## src/rtl/div_share_arb.sv

```systemverilog
// div_share_arb: round-robin front end that shares one two-stage restoring divider
// among NREQ requesters, with per-requester result holding registers.

// Two-stage restoring divider: (K+32)-bit dividend / K-bit divisor -> K-bit q, r.
// Stage 1 resolves the upper quotient bits, stage 2 the lower ones.
// The quotient is only meaningful when x[K+31:K] < d.
module div_share_core #(
    parameter int unsigned K = 32
) (
    input  logic          clk,
    input  logic          rst_n,
    input  logic [K+31:0] x,
    input  logic [K-1:0]  d,
    output logic [K-1:0]  q,
    output logic [K-1:0]  r
);
    localparam int unsigned LO = K / 2;
    localparam int unsigned HI = K - LO;

    logic [K-1:0]  s1_rem_c, s1_rem, s1_d;
    logic [HI-1:0] s1_q_c, s1_q;
    logic [LO-1:0] s1_xlo;
    logic [K-1:0]  s2_rem_c;
    logic [LO-1:0] s2_q_c;
    logic [K:0]    t1, t2;

    // Stage 1: shift in the upper dividend bits of the low word.
    always_comb begin
        s1_rem_c = K'(x[K+31:K]);
        s1_q_c   = '0;
        t1       = '0;
        for (int i = int'(K) - 1; i >= int'(LO); i--) begin
            t1 = {s1_rem_c, x[i]};
            if (t1 >= {1'b0, d}) begin
                t1 = t1 - {1'b0, d};
                s1_q_c[i - int'(LO)] = 1'b1;
            end
            s1_rem_c = t1[K-1:0];
        end
    end

    // Stage 1 pipeline register.
    always_ff @(posedge clk or negedge rst_n) begin
        if (!rst_n) begin
            s1_rem <= '0;
            s1_q   <= '0;
            s1_xlo <= '0;
            s1_d   <= '0;
        end else begin
            s1_rem <= s1_rem_c;
            s1_q   <= s1_q_c;
            s1_xlo <= x[LO-1:0];
            s1_d   <= d;
        end
    end

    // Stage 2: finish the remaining dividend bits.
    always_comb begin
        s2_rem_c = s1_rem;
        s2_q_c   = '0;
        t2       = '0;
        for (int i = int'(LO) - 1; i >= 0; i--) begin
            t2 = {s2_rem_c, s1_xlo[i]};
            if (t2 >= {1'b0, s1_d}) begin
                t2 = t2 - {1'b0, s1_d};
                s2_q_c[i] = 1'b1;
            end
            s2_rem_c = t2[K-1:0];
        end
    end

    // Quotient / remainder output register.
    always_ff @(posedge clk or negedge rst_n) begin
        if (!rst_n) begin
            q <= '0;
            r <= '0;
        end else begin
            q <= {s1_q, s2_q_c};
            r <= s2_rem_c;
        end
    end
endmodule

module div_share_arb #(
    parameter int unsigned NREQ = 4,
    parameter int unsigned K    = 32
) (
    input  logic                   clk,
    input  logic                   rst,
    input  logic [NREQ-1:0]        req_valid,
    output logic [NREQ-1:0]        req_ready,
    input  logic [NREQ*(K+32)-1:0] req_x,
    input  logic [NREQ*K-1:0]      req_d,
    output logic [NREQ-1:0]        rsp_valid,
    input  logic [NREQ-1:0]        rsp_ready,
    output logic [NREQ*K-1:0]      rsp_q,
    output logic [NREQ*K-1:0]      rsp_r,
    output logic [NREQ-1:0]        rsp_dz,
    output logic [NREQ-1:0]        rsp_ovf,
    output logic                   busy,
    output logic [31:0]            ops_done
);
    localparam int unsigned XW  = K + 32;
    localparam int unsigned PW  = $clog2(NREQ);
    localparam int unsigned LAT = 2;

    localparam logic [1:0] S_IDLE = 2'd0;
    localparam logic [1:0] S_INFL = 2'd1;
    localparam logic [1:0] S_DONE = 2'd2;

    logic [1:0]      state     [NREQ];
    logic [1:0]      state_nxt [NREQ];
    logic [NREQ-1:0] idle_vec, elig, hs;
    logic [PW-1:0]   ptr, gidx, cand;
    logic            grant_any;
    logic [XW-1:0]   x_sel;
    logic [K-1:0]    d_sel;
    logic            sel_dz, sel_ovf;
    logic            core_rst_n;
    logic [K-1:0]    core_q, core_r;
    logic            tag_v   [LAT];
    logic [PW-1:0]   tag_id  [LAT];
    logic            tag_dz  [LAT];
    logic            tag_ovf [LAT];
    logic [K-1:0]    res_q [NREQ];
    logic [K-1:0]    res_r [NREQ];
    logic [NREQ-1:0] res_dz, res_ovf;
    logic [31:0]     hs_cnt;

    // Per-requester status decode; nothing is eligible while in reset.
    always_comb begin
        idle_vec  = '0;
        rsp_valid = '0;
        for (int i = 0; i < int'(NREQ); i++) begin
            idle_vec[i]  = (state[i] == S_IDLE);
            rsp_valid[i] = (state[i] == S_DONE);
        end
        busy = ~&idle_vec;
        elig = req_valid & idle_vec & {NREQ{~rst}};
        hs   = rsp_valid & rsp_ready;
    end

    // Round-robin grant: first eligible requester at or after ptr.
    always_comb begin
        grant_any = 1'b0;
        gidx      = '0;
        cand      = '0;
        req_ready = '0;
        for (int k = 0; k < int'(NREQ); k++) begin
            cand = PW'((int'(ptr) + k) % int'(NREQ));
            if (!grant_any && elig[cand]) begin
                grant_any = 1'b1;
                gidx      = cand;
            end
        end
        if (grant_any) req_ready[gidx] = 1'b1;
    end

    // Operand mux for the granted requester and accept-time flags.
    always_comb begin
        x_sel   = req_x[int'(gidx)*int'(XW) +: XW];
        d_sel   = req_d[int'(gidx)*int'(K) +: K];
        sel_dz  = (d_sel == '0);
        sel_ovf = !sel_dz && (XW'(x_sel[XW-1:K]) >= XW'(d_sel));
    end

    // Round-robin pointer advances past the winner only on an accept.
    always_ff @(posedge clk or posedge rst) begin
        if (rst) begin
            ptr <= '0;
        end else if (grant_any) begin
            ptr <= (int'(gidx) == int'(NREQ) - 1) ? '0 : gidx + PW'(1);
        end
    end

    assign core_rst_n = ~rst;

    div_share_core #(.K(K)) u_core (
        .clk   (clk),
        .rst_n (core_rst_n),
        .x     (x_sel),
        .d     (d_sel),
        .q     (core_q),
        .r     (core_r)
    );

    // Tag pipe travels alongside the core so the result knows its owner.
    always_ff @(posedge clk or posedge rst) begin
        if (rst) begin
            for (int l = 0; l < int'(LAT); l++) begin
                tag_v[l]   <= 1'b0;
                tag_id[l]  <= '0;
                tag_dz[l]  <= 1'b0;
                tag_ovf[l] <= 1'b0;
            end
        end else begin
            tag_v[0]   <= grant_any;
            tag_id[0]  <= gidx;
            tag_dz[0]  <= sel_dz;
            tag_ovf[0] <= sel_ovf;
            for (int l = 1; l < int'(LAT); l++) begin
                tag_v[l]   <= tag_v[l-1];
                tag_id[l]  <= tag_id[l-1];
                tag_dz[l]  <= tag_dz[l-1];
                tag_ovf[l] <= tag_ovf[l-1];
            end
        end
    end

    // Result holding registers load when the tag exits the pipe.
    always_ff @(posedge clk or posedge rst) begin
        if (rst) begin
            for (int i = 0; i < int'(NREQ); i++) begin
                res_q[i] <= '0;
                res_r[i] <= '0;
            end
            res_dz  <= '0;
            res_ovf <= '0;
        end else if (tag_v[LAT-1]) begin
            res_q[tag_id[LAT-1]]   <= tag_dz[LAT-1] ? '1 : core_q;
            res_r[tag_id[LAT-1]]   <= tag_dz[LAT-1] ? '0 : core_r;
            res_dz[tag_id[LAT-1]]  <= tag_dz[LAT-1];
            res_ovf[tag_id[LAT-1]] <= tag_ovf[LAT-1];
        end
    end

    // Flatten holding registers onto the response buses.
    always_comb begin
        rsp_q = '0;
        rsp_r = '0;
        for (int i = 0; i < int'(NREQ); i++) begin
            rsp_q[i*int'(K) +: K] = res_q[i];
            rsp_r[i*int'(K) +: K] = res_r[i];
        end
        rsp_dz  = res_dz;
        rsp_ovf = res_ovf;
    end

    // Per-requester state register.
    always_ff @(posedge clk or posedge rst) begin
        if (rst) begin
            for (int i = 0; i < int'(NREQ); i++) state[i] <= S_IDLE;
        end else begin
            for (int i = 0; i < int'(NREQ); i++) state[i] <= state_nxt[i];
        end
    end

    // Per-requester next state: accept, tag return, response handshake.
    always_comb begin
        for (int i = 0; i < int'(NREQ); i++) begin
            state_nxt[i] = state[i];
            case (state[i])
                S_IDLE: if (req_ready[i]) state_nxt[i] = S_INFL;
                S_INFL: if (tag_v[LAT-1] && tag_id[LAT-1] == PW'(i)) state_nxt[i] = S_DONE;
                S_DONE: if (rsp_ready[i]) state_nxt[i] = S_IDLE;
                default: state_nxt[i] = S_IDLE;
            endcase
        end
    end

    // Handshakes completed this cycle.
    always_comb begin
        hs_cnt = '0;
        for (int i = 0; i < int'(NREQ); i++) hs_cnt = hs_cnt + 32'(hs[i]);
    end

    // Completed-response counter, wraps naturally.
    always_ff @(posedge clk or posedge rst) begin
        if (rst) begin
            ops_done <= '0;
        end else begin
            ops_done <= ops_done + hs_cnt;
        end
    end
endmodule

```

## config.mk

```make
export PLATFORM = sky130hd
export DESIGN_NAME = div_share_arb
export DESIGN_NICKNAME = d
export VERILOG_FILES = /design/src/rtl/div_share_arb.sv
export SDC_FILE = /design/constraint.sdc
export NUM_CORES = 2
export LEC_CHECK = 0
export ABC_AREA = 0
export CAP_MARGIN = 20
export CORE_MARGIN = 2
export CORE_UTILIZATION = 60
export DETAILED_ROUTE_END_ITERATION = 8
export PLACE_DENSITY = 0.83
export REMOVE_ABC_BUFFERS = 1
export SETUP_SLACK_MARGIN = 0.02
export SYNTH_ARGS = -nofsm -noshare
export SYNTH_HDL_FRONTEND = slang
export SYNTH_SLANG_ARGS = --single-unit
```

## constraint.sdc

```tcl
create_clock -name clk -period 81 [get_ports clk]
set_clock_uncertainty 0.15 [all_clocks]
set_input_delay 8.1 -clock clk [delete_from_list [all_inputs] [get_ports clk]]
set_output_delay 8.1 -clock clk [all_outputs]
set_load 0.05 [all_outputs]
```

==> run metrics <==
DRT Pass-1 Iters=6; share of the synthesized area in the top cell type=around 17%; number of vias after detailed routing=84,500; maximum fanout along the worst path=86; flip-flop cell with the highest count after synthesis=dfrtp_1; biggest area consumer among synthesized cells=ha_1; effective utilization at floorplan=between 60% and 70%; global-route wire length before repair=about 450,000 um; number of antenna violations at the first check in global routing=14; number of placed instances, taps included=around 13,000; RSZ-0062 raised after global routing=no; Port Buffers=about 700; mean post-synth cell area=a little under 8 um^2; worst slew margin relative to its limit=about a fifth; hold violation total from the final report=0; Seq cells post-synth=476; Final Routed Wirelength=~300,000 um; synthesis-to-layout area growth=13.9%; Final Critical Period=76,280 ps; Final TNS setup=0 ps; CP peak stage delay=between 800 and 900 ps; number of warning messages in the yosys log=0; number of clock sinks seen by CTS=~480; TritonCTS Buffers=51; data required time at the worst endpoint=roughly 81,000 ps; Detailed Route Iter0 Violations=roughly 8,300; count of cell types in the netlist=115; total congestion overflow=0; most frequent standard cell in the layout excluding fill and tap cells=nand2_1; Vias per Instance=~6.6; status=finished clean; final setup margin=~4700 ps; cell chosen for the clock root=clkbuf_16; type of the worst setup path=primary input to register; Antenna Nets Post-Route=0; Synth area leaders=ha_1, dfrtp_1, mux2_2; top library cells by usage in the layout, fill and taps aside=nand2_1, ha_1, nor2_1; share of layout cells above drive strength 1=between 9 and 10%; startpoint class of the critical path=primary input; Syn Std Cell Area=~80,000 um^2; DR WL/cell=between 20 and 25 um; Ports=~700; CTS clock-pin slew for the worst setup and hold paths=about 70 ps; number of synthesized flops with an enable pin=0; Final period util=94.2%; max-cap viol count=0; pin count of the biggest net entering global routing=around 170; final-report max-slew violation count=0; transition time at the pin with the least slew margin=1200 ps; Die Footprint=around 140,000 um^2; Horiz. Die Dim=about 370 um; detailed-placement wirelength estimate=between 200,000 and 250,000 um; Die Span Y=370 um; Max H-tree Level=2; cell mode on critical path=o21ai_0; area inside the core boundary=~130,000 um^2; number of rows created at floorplan=134; via count of the first global-routing pass=around 80,000; CP Capture Type=register; Final Instance Count excl. Fillers=about 13,000; Clock Latency Late Sink=between 600 and 700 ps; GRT Resource Usage Total=41.8%; worst hold slack=179 ps; RD Place Congestion=1.04; worst slack at placement=between 1000 and 1500 ps; DR DRC count=0; number of buffers on the longest clock path=3; total number of nets in the final design=~13,000; critical path data arrival time=roughly 77,000 ps; number of setup violations in the final report=0; Seq/Total Area, Yosys=about 15%; clock tree from TritonCTS=built; cell with the largest stage delay on the worst path=a31oi_1; type of the worst min-delay path=register to register; gate count of the mapped netlist=about 10,000; fmax=between 10 and 15 MHz; async set-or-reset flop fraction in the synthesized netlist=100%
-- per-layer routing --
layer	routed length [um]	global-route usage (%)
met5	99	0
met4	22200	26.1
met3	28600	7.32
met2	133000	67.8
met1	116000	51.2
-- timing repair --
action	4_1_cts	5_1_grt
resized for setup	0	47
endpoints found under the setup margin	0	34
buffers inserted	0	13
hold buffers	0	0
-- through the flow --
step           cell area (um^2)  utilization (%)
2_1_floorplan             79100                -
3_3_place_gp              89400             67.1
3_5_place_dp              89400             67.1
4_1_cts                   91100             68.4
5_1_grt                   91400             68.6
6_report                  91400             68.7
-- worst max-delay path, delay by kind of cell --
family          cells  cell delay [ps]
simple gates       38             7410
compound gates    186            43950
mux                18             6390
fa+ha+maj          16             5300
buf+inv            19             5130
-- cell type report --
cell class	count	area, um^2
clock inverter	30	287
timing repair buffer	827	8040
antenna	12	30.0
sequential	476	11900
clock buffer	63	1390
inverter	513	1970
fill	11200	41700
multi-input combinational	9152	65500
tap	1768	2210
-- kinds of logic after synthesis --
logic type | share of synthesized area [%]
simple gates | 19.8
fa+ha+maj | 17.4
xor+xnor | 8.67
flops | 14.8
mux | 10.9
compound gates | 24.4
buf+inv | 3.87
-- synth_stat cells (all sizes together) (174+ instances only) --
| cell type | count |
|---|---|
| inv | 513 |
| ha | 1061 |
| clkbuf | 189 |
| nor2 | 866 |
| xnor2 | 549 |
| a21o | 368 |
| o21ai | 876 |
| xor2 | 245 |
| nand2b | 174 |
| nand3 | 234 |
| mux2 | 663 |
| nand4 | 175 |
| nand2 | 1157 |
| a21oi | 764 |
| dfrtp | 476 |
-- state kept, by name, indices dropped and copies added, names as in the netlist, 32 cells and up --
signal         count
ops_done          32
rsp_q            128
rsp_r            128
u_core.q          32
u_core.r          32
u_core.s1_d       32
u_core.s1_rem     32
-- worst paths after layout --
path	startpoint	to	slack (ps)	cells past startpoint
max	rst	u_core.s1_rem[25]	4720	277
min reg2reg	tag_id[3]	tag_id[1]	180	0
max reg2reg	u_core.s1_d[5]	u_core.r[4]	7800	274
min in group asynchronous	rst	state[5]	8130	2
min	tag_id[3]	tag_id[1]	180	0
max in group asynchronous	rst	rsp_q[11]	69580	5
Power is left out: the tool's default activity adds up to more than one toggle a clock period on the data nets, which glitch-free logic cannot reach.
